## config.mk

```make
export PLATFORM = sky130hd
export DESIGN_NAME = ccw_output_buffer
export DESIGN_NICKNAME = d
export VERILOG_FILES = /design/src/rtl/ccw_router_pkg.sv /design/src/rtl/ccw_vc_slot.sv /design/src/rtl/ccw_output_buffer.sv
export SDC_FILE = /design/constraint.sdc
export NUM_CORES = 1
export LEC_CHECK = 0
export CORE_MARGIN = 2
export CORE_UTILIZATION = 41
export CTS_CLUSTER_DIAMETER = 100
export DETAILED_ROUTE_END_ITERATION = 8
export HOLD_SLACK_MARGIN = 0.12
export PLACE_DENSITY = 0.81
export SYNTH_ARGS = -nofsm -noshare
export SYNTH_HDL_FRONTEND = slang
export SYNTH_SLANG_ARGS = --single-unit
```

## constraint.sdc

```tcl
create_clock -name clk -period 1.28 [get_ports clk]
set_input_delay 0.256 -clock clk [delete_from_list [all_inputs] [get_ports clk]]
set_output_delay 0.256 -clock clk [all_outputs]
set_load 0.02 [all_outputs]
```

## src/rtl/ccw_router_pkg.sv

```systemverilog
// Shared constants and types for the counter-clockwise router link.
package ccw_router_pkg;

   localparam int DATA_WIDTH = 64;
   localparam int HOP_MSB    = 55;
   localparam int HOP_LSB    = 48;

   localparam logic VC_EVEN = 1'b0;
   localparam logic VC_ODD  = 1'b1;

   // Which requester a slot's round-robin currently favours.
   typedef enum logic {
      SRC_CCW = 1'b0,
      SRC_PE  = 1'b1
   } src_e;

endpackage

```

## src/rtl/ccw_vc_slot.sv

```systemverilog
// One virtual-channel slot: two-way round-robin arbiter (ccw vs PE) feeding a
// one-deep packet buffer that is emptied by the send strobe from the top.
module ccw_vc_slot #(
   parameter int DATA_WIDTH = ccw_router_pkg::DATA_WIDTH
) (
   input  logic                  clk,
   input  logic                  rst,
   input  logic                  i_req_ccw,
   input  logic                  i_req_pe,
   input  logic [DATA_WIDTH-1:0] i_data_ccw,
   input  logic [DATA_WIDTH-1:0] i_data_pe,
   input  logic                  i_send,
   output logic                  o_grant_ccw,
   output logic                  o_grant_pe,
   output logic                  o_valid,
   output logic [DATA_WIDTH-1:0] o_data
);
   import ccw_router_pkg::*;

   logic                  r_valid;
   logic [DATA_WIDTH-1:0] r_data;
   src_e                  r_prio;

   logic w_free;
   logic w_win_ccw;
   logic w_win_pe;

   // Winners drive capture ungated; reset only masks the visible grants, so the
   // async reset net never reaches a flop D input.
   always_comb begin
      w_free    = ~r_valid;
      w_win_ccw = w_free & i_req_ccw & (~i_req_pe  | (r_prio == SRC_CCW));
      w_win_pe  = w_free & i_req_pe  & (~i_req_ccw | (r_prio == SRC_PE));
   end

   assign o_grant_ccw = w_win_ccw & rst;
   assign o_grant_pe  = w_win_pe  & rst;

   // NOTE: the data register is reset too so ccwdo and the buffer come out of
   // reset at a known zero, not whatever the last packet left behind.
   always_ff @(posedge clk or negedge rst) begin
      if (!rst) begin
         r_valid <= 1'b0;
         r_data  <= '0;
         r_prio  <= SRC_CCW;
      end else if (w_win_ccw) begin
         r_valid <= 1'b1;
         r_data  <= i_data_ccw;
         r_prio  <= SRC_PE;
      end else if (w_win_pe) begin
         r_valid <= 1'b1;
         r_data  <= i_data_pe;
         r_prio  <= SRC_CCW;
      end else if (i_send) begin
         r_valid <= 1'b0;
      end
   end

   assign o_valid = r_valid;
   assign o_data  = r_data;

endmodule

```

## src/rtl/ccw_output_buffer.sv

```systemverilog
// Counter-clockwise output stage: even/odd VC slots, polarity-driven send mux
// and registered link outputs. Optional hop decrement: CCW_OUTPUT_HOP_UPDATE_EN.
module ccw_output_buffer #(
   parameter int DATA_WIDTH = ccw_router_pkg::DATA_WIDTH,
   parameter int HOP_MSB    = ccw_router_pkg::HOP_MSB,
   parameter int HOP_LSB    = ccw_router_pkg::HOP_LSB
) (
   input  logic                  clk,
   input  logic                  rst,
   input  logic                  polarity,
   input  logic                  req_ccw_even,
   input  logic                  req_ccw_odd,
   input  logic [DATA_WIDTH-1:0] data_ccw_even,
   input  logic [DATA_WIDTH-1:0] data_ccw_odd,
   input  logic                  req_pe_even,
   input  logic                  req_pe_odd,
   input  logic [DATA_WIDTH-1:0] data_pe_even,
   input  logic [DATA_WIDTH-1:0] data_pe_odd,
   output logic                  grant_ccw_even,
   output logic                  grant_ccw_odd,
   output logic                  grant_pe_even,
   output logic                  grant_pe_odd,
   input  logic                  ccwro,
   output logic                  ccwso,
   output logic [DATA_WIDTH-1:0] ccwdo
);
   import ccw_router_pkg::*;

   logic                  w_valid [2];
   logic [DATA_WIDTH-1:0] w_data  [2];
   logic                  w_send  [2];
   logic                  w_cand;
   logic                  w_send_any;
   logic [DATA_WIDTH-1:0] w_cand_data;
   logic [DATA_WIDTH-1:0] w_link_data;

   logic                  r_ccwso;
   logic [DATA_WIDTH-1:0] r_ccwdo;

   ccw_vc_slot #(.DATA_WIDTH(DATA_WIDTH)) u_slot_even (
      .clk         (clk),
      .rst         (rst),
      .i_req_ccw   (req_ccw_even),
      .i_req_pe    (req_pe_even),
      .i_data_ccw  (data_ccw_even),
      .i_data_pe   (data_pe_even),
      .i_send      (w_send[VC_EVEN]),
      .o_grant_ccw (grant_ccw_even),
      .o_grant_pe  (grant_pe_even),
      .o_valid     (w_valid[VC_EVEN]),
      .o_data      (w_data[VC_EVEN])
   );

   ccw_vc_slot #(.DATA_WIDTH(DATA_WIDTH)) u_slot_odd (
      .clk         (clk),
      .rst         (rst),
      .i_req_ccw   (req_ccw_odd),
      .i_req_pe    (req_pe_odd),
      .i_data_ccw  (data_ccw_odd),
      .i_data_pe   (data_pe_odd),
      .i_send      (w_send[VC_ODD]),
      .o_grant_ccw (grant_ccw_odd),
      .o_grant_pe  (grant_pe_odd),
      .o_valid     (w_valid[VC_ODD]),
      .o_data      (w_data[VC_ODD])
   );

   // Send the slot whose packet will land in the downstream's opposite phase.
   always_comb begin
      w_cand           = polarity ? VC_EVEN : VC_ODD;
      w_cand_data      = w_data[w_cand];
      w_send_any       = w_valid[w_cand] & ccwro;
      w_send[VC_EVEN]  = w_send_any & (w_cand == VC_EVEN);
      w_send[VC_ODD]   = w_send_any & (w_cand == VC_ODD);
   end

   always_comb begin
      w_link_data = w_cand_data;
`ifdef CCW_OUTPUT_HOP_UPDATE_EN
      w_link_data[HOP_MSB:HOP_LSB] = w_cand_data[HOP_MSB:HOP_LSB] >> 1;
`endif
   end

   always_ff @(posedge clk or negedge rst) begin
      if (!rst) begin
         r_ccwso <= 1'b0;
         r_ccwdo <= '0;
      end else begin
         r_ccwso <= w_send_any;
         if (w_send_any) begin
            r_ccwdo <= w_link_data;
         end
      end
   end

   assign ccwso = r_ccwso;
   assign ccwdo = r_ccwdo;

endmodule

```

-- Word-level counts from Yosys, hierarchy flattened
Cells that the tools add are included.
- magnitude comparators: 1
- muxes and demuxes: 21
- bitwise logic cells: 28
- reductions and logical operators: 4
- operators with widths (operator ; count):
    2-to-1 mux 64 bit ; 7
    AND 1 bit ; 15
    2-to-1 mux 1 bit ; 14
    inverter 1 bit ; 8
    nonzero test 3 bit ; 2
    OR 1 bit ; 4
    nonzero test 2 bit ; 2
    >= comparator 2 bit, second input constant ; 1
    inverter 1 -> 2 bit ; 1
- flip-flop bits (word level): 197
- output and inout bits: 69

-- Logic depth before layout (Yosys ltp)
- depth in word-level cells: 10
- gate-level depth with buffers: 5

-- By module
Synthesis repeated with hierarchy kept, for this count alone.
- cell total of the unflattened synthesis: 1054
- area total of the unflattened synthesis: 9973.3 µm²
- by module, submodules not included (module ; instances ; cells each ; area an instance (µm²) ; sequential area each (µm²)):
    ccw_vc_slot ; 2 ; 378 ; 3255.6 ; 1651.6
    ccw_output_buffer ; 1 ; 298 ; 3462.1 ; 1626.6

-- Least setup slack after synthesis
OpenSTA, ideal clock, no wires.
- kind: flip-flop to output port
- start: register u_slot_odd.r_prio
- end: output grant_ccw_odd
- arrival: 1.212 ns
- slack: -0.188 ns
- stages on the path, launching flop included: 5
- path through: dfrtp_1 > nand2_1 > buf_2 > clkbuf_1 > and3_1
- word-level cells in the longest chain between the ends: 4
- ends and longest elaborated chain (item ; line ; source):
    start: declaration ; ccw_vc_slot.sv:22 ; src_e r_prio;
    start signal: assignment ; ccw_vc_slot.sv:45 ; r_prio <= SRC_CCW;
    start signal: assignment ; ccw_vc_slot.sv:49 ; r_prio <= SRC_PE;
    start signal: assignment ; ccw_vc_slot.sv:53 ; r_prio <= SRC_CCW;
    inverter 1 bit ; ccw_vc_slot.sv:32 ; w_win_ccw = w_free & i_req_ccw & (~i_req_pe | (r_prio == SRC_CCW));
    OR 1 bit ; ccw_vc_slot.sv:32 ;
    AND 1 bit ; ccw_vc_slot.sv:32 ;
    AND 1 bit ; ccw_vc_slot.sv:36 ; assign o_grant_ccw = w_win_ccw & rst;
    end: declaration ; ccw_output_buffer.sv:20 ; output logic grant_ccw_odd,
No other way between the ends.

-- Worst setup path after layout
- start: register u_slot_even.r_valid, in the netlist u_slot_even.o_valid
- end: register u_slot_even.r_data[55], in the netlist u_slot_even.o_data[55]
- word-level cells in the longest chain between the ends: 4
- ends and longest elaborated chain (item ; line ; source):
    start: declaration ; ccw_vc_slot.sv:20 ; logic r_valid;
    start signal: assignment ; ccw_vc_slot.sv:43 ; r_valid <= 1'b0;
    start signal: assignment ; ccw_vc_slot.sv:47 ; r_valid <= 1'b1;
    start signal: assignment ; ccw_vc_slot.sv:51 ; r_valid <= 1'b1;
    inverter 1 bit * ; ccw_vc_slot.sv:31 ; w_free = ~r_valid;
    AND 1 bit (on tied branches) (2 in a row) ; ccw_vc_slot.sv:32, ccw_vc_slot.sv:33 ;
    2-to-1 mux 64 bit / nonzero test 2 bit (equally long branches) ; -- ;
    end signal: assignment ; ccw_vc_slot.sv:48 ; r_data <= i_data_ccw;
    end signal: assignment ; ccw_vc_slot.sv:52 ; r_data <= i_data_pe;
    end: declaration ; ccw_vc_slot.sv:21 ; logic [DATA_WIDTH-1:0] r_data;
Mark *: on every way between the ends. The rest lies on a longest branch, timed or not.
A chain may end at the register's enable or synchronous reset.

==> metrics.md <==
| Metric | Value |
|---|---|
| Setup Skew | 0.0131 ns |
| Clock Pin Slew Worst Setup and Hold Paths | 0.08 ns |
| DR WL/cell | 27.6 µm |
| Hold_ws | -0.0113 ns |
| Clock Latency Late Sink | 0.44 ns |
| Tcrit/Tclk final | 1.39 |
| Setup violators final | 221 |
| Die Height | 155 µm |
| Synthesized net count | 1241 |
| CTS Buf Count | 17 |
| Failing checks | hold timing, setup timing |
| Core Util, Final | 0.721 |
| Initial antenna violation count | 1 |
| Synth Warn # | 0 |
| Most used cell, CP | buf_6 |
| Crit-path cells | buf_6 -> buf_4 -> o21ba_4 -> buf_12 -> buf_6 -> buf_8 -> a31oi_1 |
| Bufs and invs on worst path | 5 |
| Post-Synthesis Cells | 977 |
| Half-perimeter wire length after placement | 22400 µm |
| Share of layout cells above drive strength 1 | 0.285 |
| PD cells | 2290 mW/mm² |
| IO buf count | 332 |
| Main synth FF type | dfrtp_1 |
| Post-synth ARST share | 1.00 |
| Req. time, crit path | 1.57 ns |
| Total grt overflow | 0 |
| Final slew viol count | 0 |
| Initial Utilization | 0.414 |
| Origin of the critical flop-to-flop path | u_slot_even.o_valid |
| ANT nets after route | 0 |
| Syn avg cell area | 9.51 µm² |
| Setup ws final | -0.495 ns |
| H-Tree Depth | 4 |
| CP Launch Type | register |
| Crit. Startpoint | u_slot_even.o_valid |
| GR Util All Layers | 0.298 |
| I/O pin count | 333 |
| Final min period | 1.77 ns |
| Leakage Power | 0.00666 µW |
| Area Overhead vs Synth | 74.2% |
| Residual DRC | 0 |
| Slowest cell on crit path | dfrtp_1 |
| Clock tree buffer depth | 2 |
| Die Wd | 155 µm |
| Initial drt markers | 1152 |
| # rows | 55 |
| Peak VDD IR | 1.01 mV |
| Wire length of the first global-routing pass | 55100 µm |
| Worst-Margin Slew | 1.01 ns |
| Worst slack at placement | -0.795 ns |
| Crit path DAT | 2.07 ns |
| Drt pass-1 iters | 6 |
| Total Routed Length | 45800 µm |
| CTS tree | yes |
| NumNets Final | 1626 |
| Crit-path max cell delay | 0.45 ns |
| Number of synthesized register bits | 197 |
| Crit path kind | reg2reg |
| Mapped Area | 0.00929 mm² |
| Sequential cell area fraction in the yosys report | 0.531 |
| Clk sink count | 197 |
| Max Cap Violations | 0 |
| Non-Filler Instances | 1661 |
| Slew margin rel. | 0.325 |
| Pin count of the biggest net entering global routing | 131 |
| Vias per cell | 6.43 |
| CP Capture Type | register |
| Status | finished with violations |
| Core box area | 0.0224 mm² |
| Die area | 0.0239 mm² |
| Crit-path max FO | 8 |
| RSZ-0062 raised after global routing | true |
| Top delay family on crit path | buffers and inverters |
| GP Congestion | 0.901 |
| Vias | 10700 |
| Fmax | 563 MHz |
| Number of synthesized flops with an enable pin | 0 |
| Final Hold Fails | 16 |
| Count of different cell masters after synthesis | 24 |
| Vias in the first global route | 9794 |
| Clock root cell | clkbuf_16 |
| # placed instances | 1536 |
| Min-Delay Path Class | in2async |
-- sequential cells by signal, summed over array words and instances (netlist names) --
signal / cells
ccwdo: 64
u_slot_even.o_data: 64
u_slot_odd.o_data: 64
ccwso: 1
u_slot_even.o_valid: 1
u_slot_even.r_prio: 1
u_slot_odd.o_valid: 1
u_slot_odd.r_prio: 1
-- where the power goes --
group / switching, µW / leakage, µW / internal, µW
clock: 2670 / 0.000295 / 2930
sequential: 2500 / 0.00224 / 9310
combinational: 10300 / 0.00412 / 9400
-- what timing repair did --
item                                   in CTS  in global routing
hold buffers                                3                  1
pin swaps                                  11                 20
cloned                                     14                 42
setup endpoints to repair                 262                235
endpoints found under the hold margin      67                 57
resized for setup                         327                258
buffers inserted                           15                 24
-- layer usage --
layer / track usage / routed length (µm) / up-vias
met2: 0.510 / 22000 / 850
met1: 0.360 / 15700 / 5156
met3: 0.0493 / 4430 / 278
met4: 0.161 / 3620 / 2
li1: - / - / 4392
met5: 0 / 67 / -
-- layout make-up --
type / count / area (µm²)
Antenna cell: 1 / 2.50
Clock buffer: 20 / 467
Clock inverter: 12 / 135
Fill cell: 1511 / 6250
Inverter: 4 / 15.0
Multi-Input combinational cell: 674 / 4810
Sequential cell: 197 / 4930
Tap cell: 285 / 357
Timing Repair Buffer: 468 / 5460
-- cell usage in the layout (no fill, tap or decap), drive strengths merged, types with 2 or more instances in the layout --
cell type / netlist / final
o21ai: 129 / 129
and2: 2 / 2
dlygate4sd3: 0 / 3
o21ba: 2 / 3
a21o: 64 / 64
a31oi: 128 / 128
nor2b: 4 / 4
inv: 4 / 9
nand2: 6 / 7
nand3: 129 / 129
and3: 3 / 4
nor2: 130 / 130
nand2b: 3 / 3
a22o: 64 / 64
clkinv: 0 / 5
dfrtp: 197 / 197
buf: 66 / 169
a21oi: 4 / 4
clkbuf: 39 / 54
clkdlybuf4s50: 0 / 262
-- synth_stat cells (all sizes together) (2+ instances only) --
| cell | instances | share of area |
|---|---|---|
| nand2b | 3 | 0.0020 |
| o21ai | 129 | 0.070 |
| nor2 | 130 | 0.053 |
| dfrtp | 197 | 0.53 |
| and2 | 2 | 0.0013 |
| a22o | 64 | 0.060 |
| a31oi | 128 | 0.086 |
| and3 | 3 | 0.0020 |
| inv | 4 | 0.0016 |
| nand2 | 6 | 0.0024 |
| nand3 | 129 | 0.070 |
| a21oi | 4 | 0.0022 |
| o21ba | 2 | 0.0022 |
| a21o | 64 | 0.052 |
| nor2b | 4 | 0.0027 |
| buf | 66 | 0.042 |
| clkbuf | 39 | 0.017 |
-- final timing paths --
| kind | endpoint | slack (ns) | cells after the start |
|---|---|---|---|
| min in group clk | u_slot_even.o_data[42] | 0.39 | 3 |
| min | u_slot_odd.o_data[63] | -0.01 | 2 |
| max in group asynchronous | u_slot_odd.o_data[11] | -0.06 | 3 |
| max reg2reg | u_slot_even.o_data[55] | -0.49 | 7 |
| max | u_slot_even.o_data[55] | -0.49 | 7 |
| min reg2reg | ccwdo[49] | 0.47 | 1 |
-- cell families after synthesis --
group           Yosys count  share of synthesized area
flops                   197                      0.531
compound gates          392                      0.273
mux                       1                    0.00121
simple gates            278                      0.134
buf+inv                 109                     0.0614
-- stage by stage --
| stage | setup TNS, ns | area (µm²) | total power, µW | hold slack, ns |
|---|---|---|---|---|
| 2_1_floorplan | -2.18 | 9310 | 18400 | -0.0396 |
| 3_3_place_gp | -104.37 | 13100 | 24000 | 0.259 |
| 3_5_place_dp | -112.73 | 13100 | 24500 | 0.260 |
| 4_1_cts | -50.43 | 14100 | 30900 | -0.0193 |
| 5_1_grt | -73.61 | 16200 | 38400 | -0.00744 |
| 6_report | -65.71 | 16200 | 37100 | -0.0113 |
Note: power is estimated with default switching activity, not from simulation.
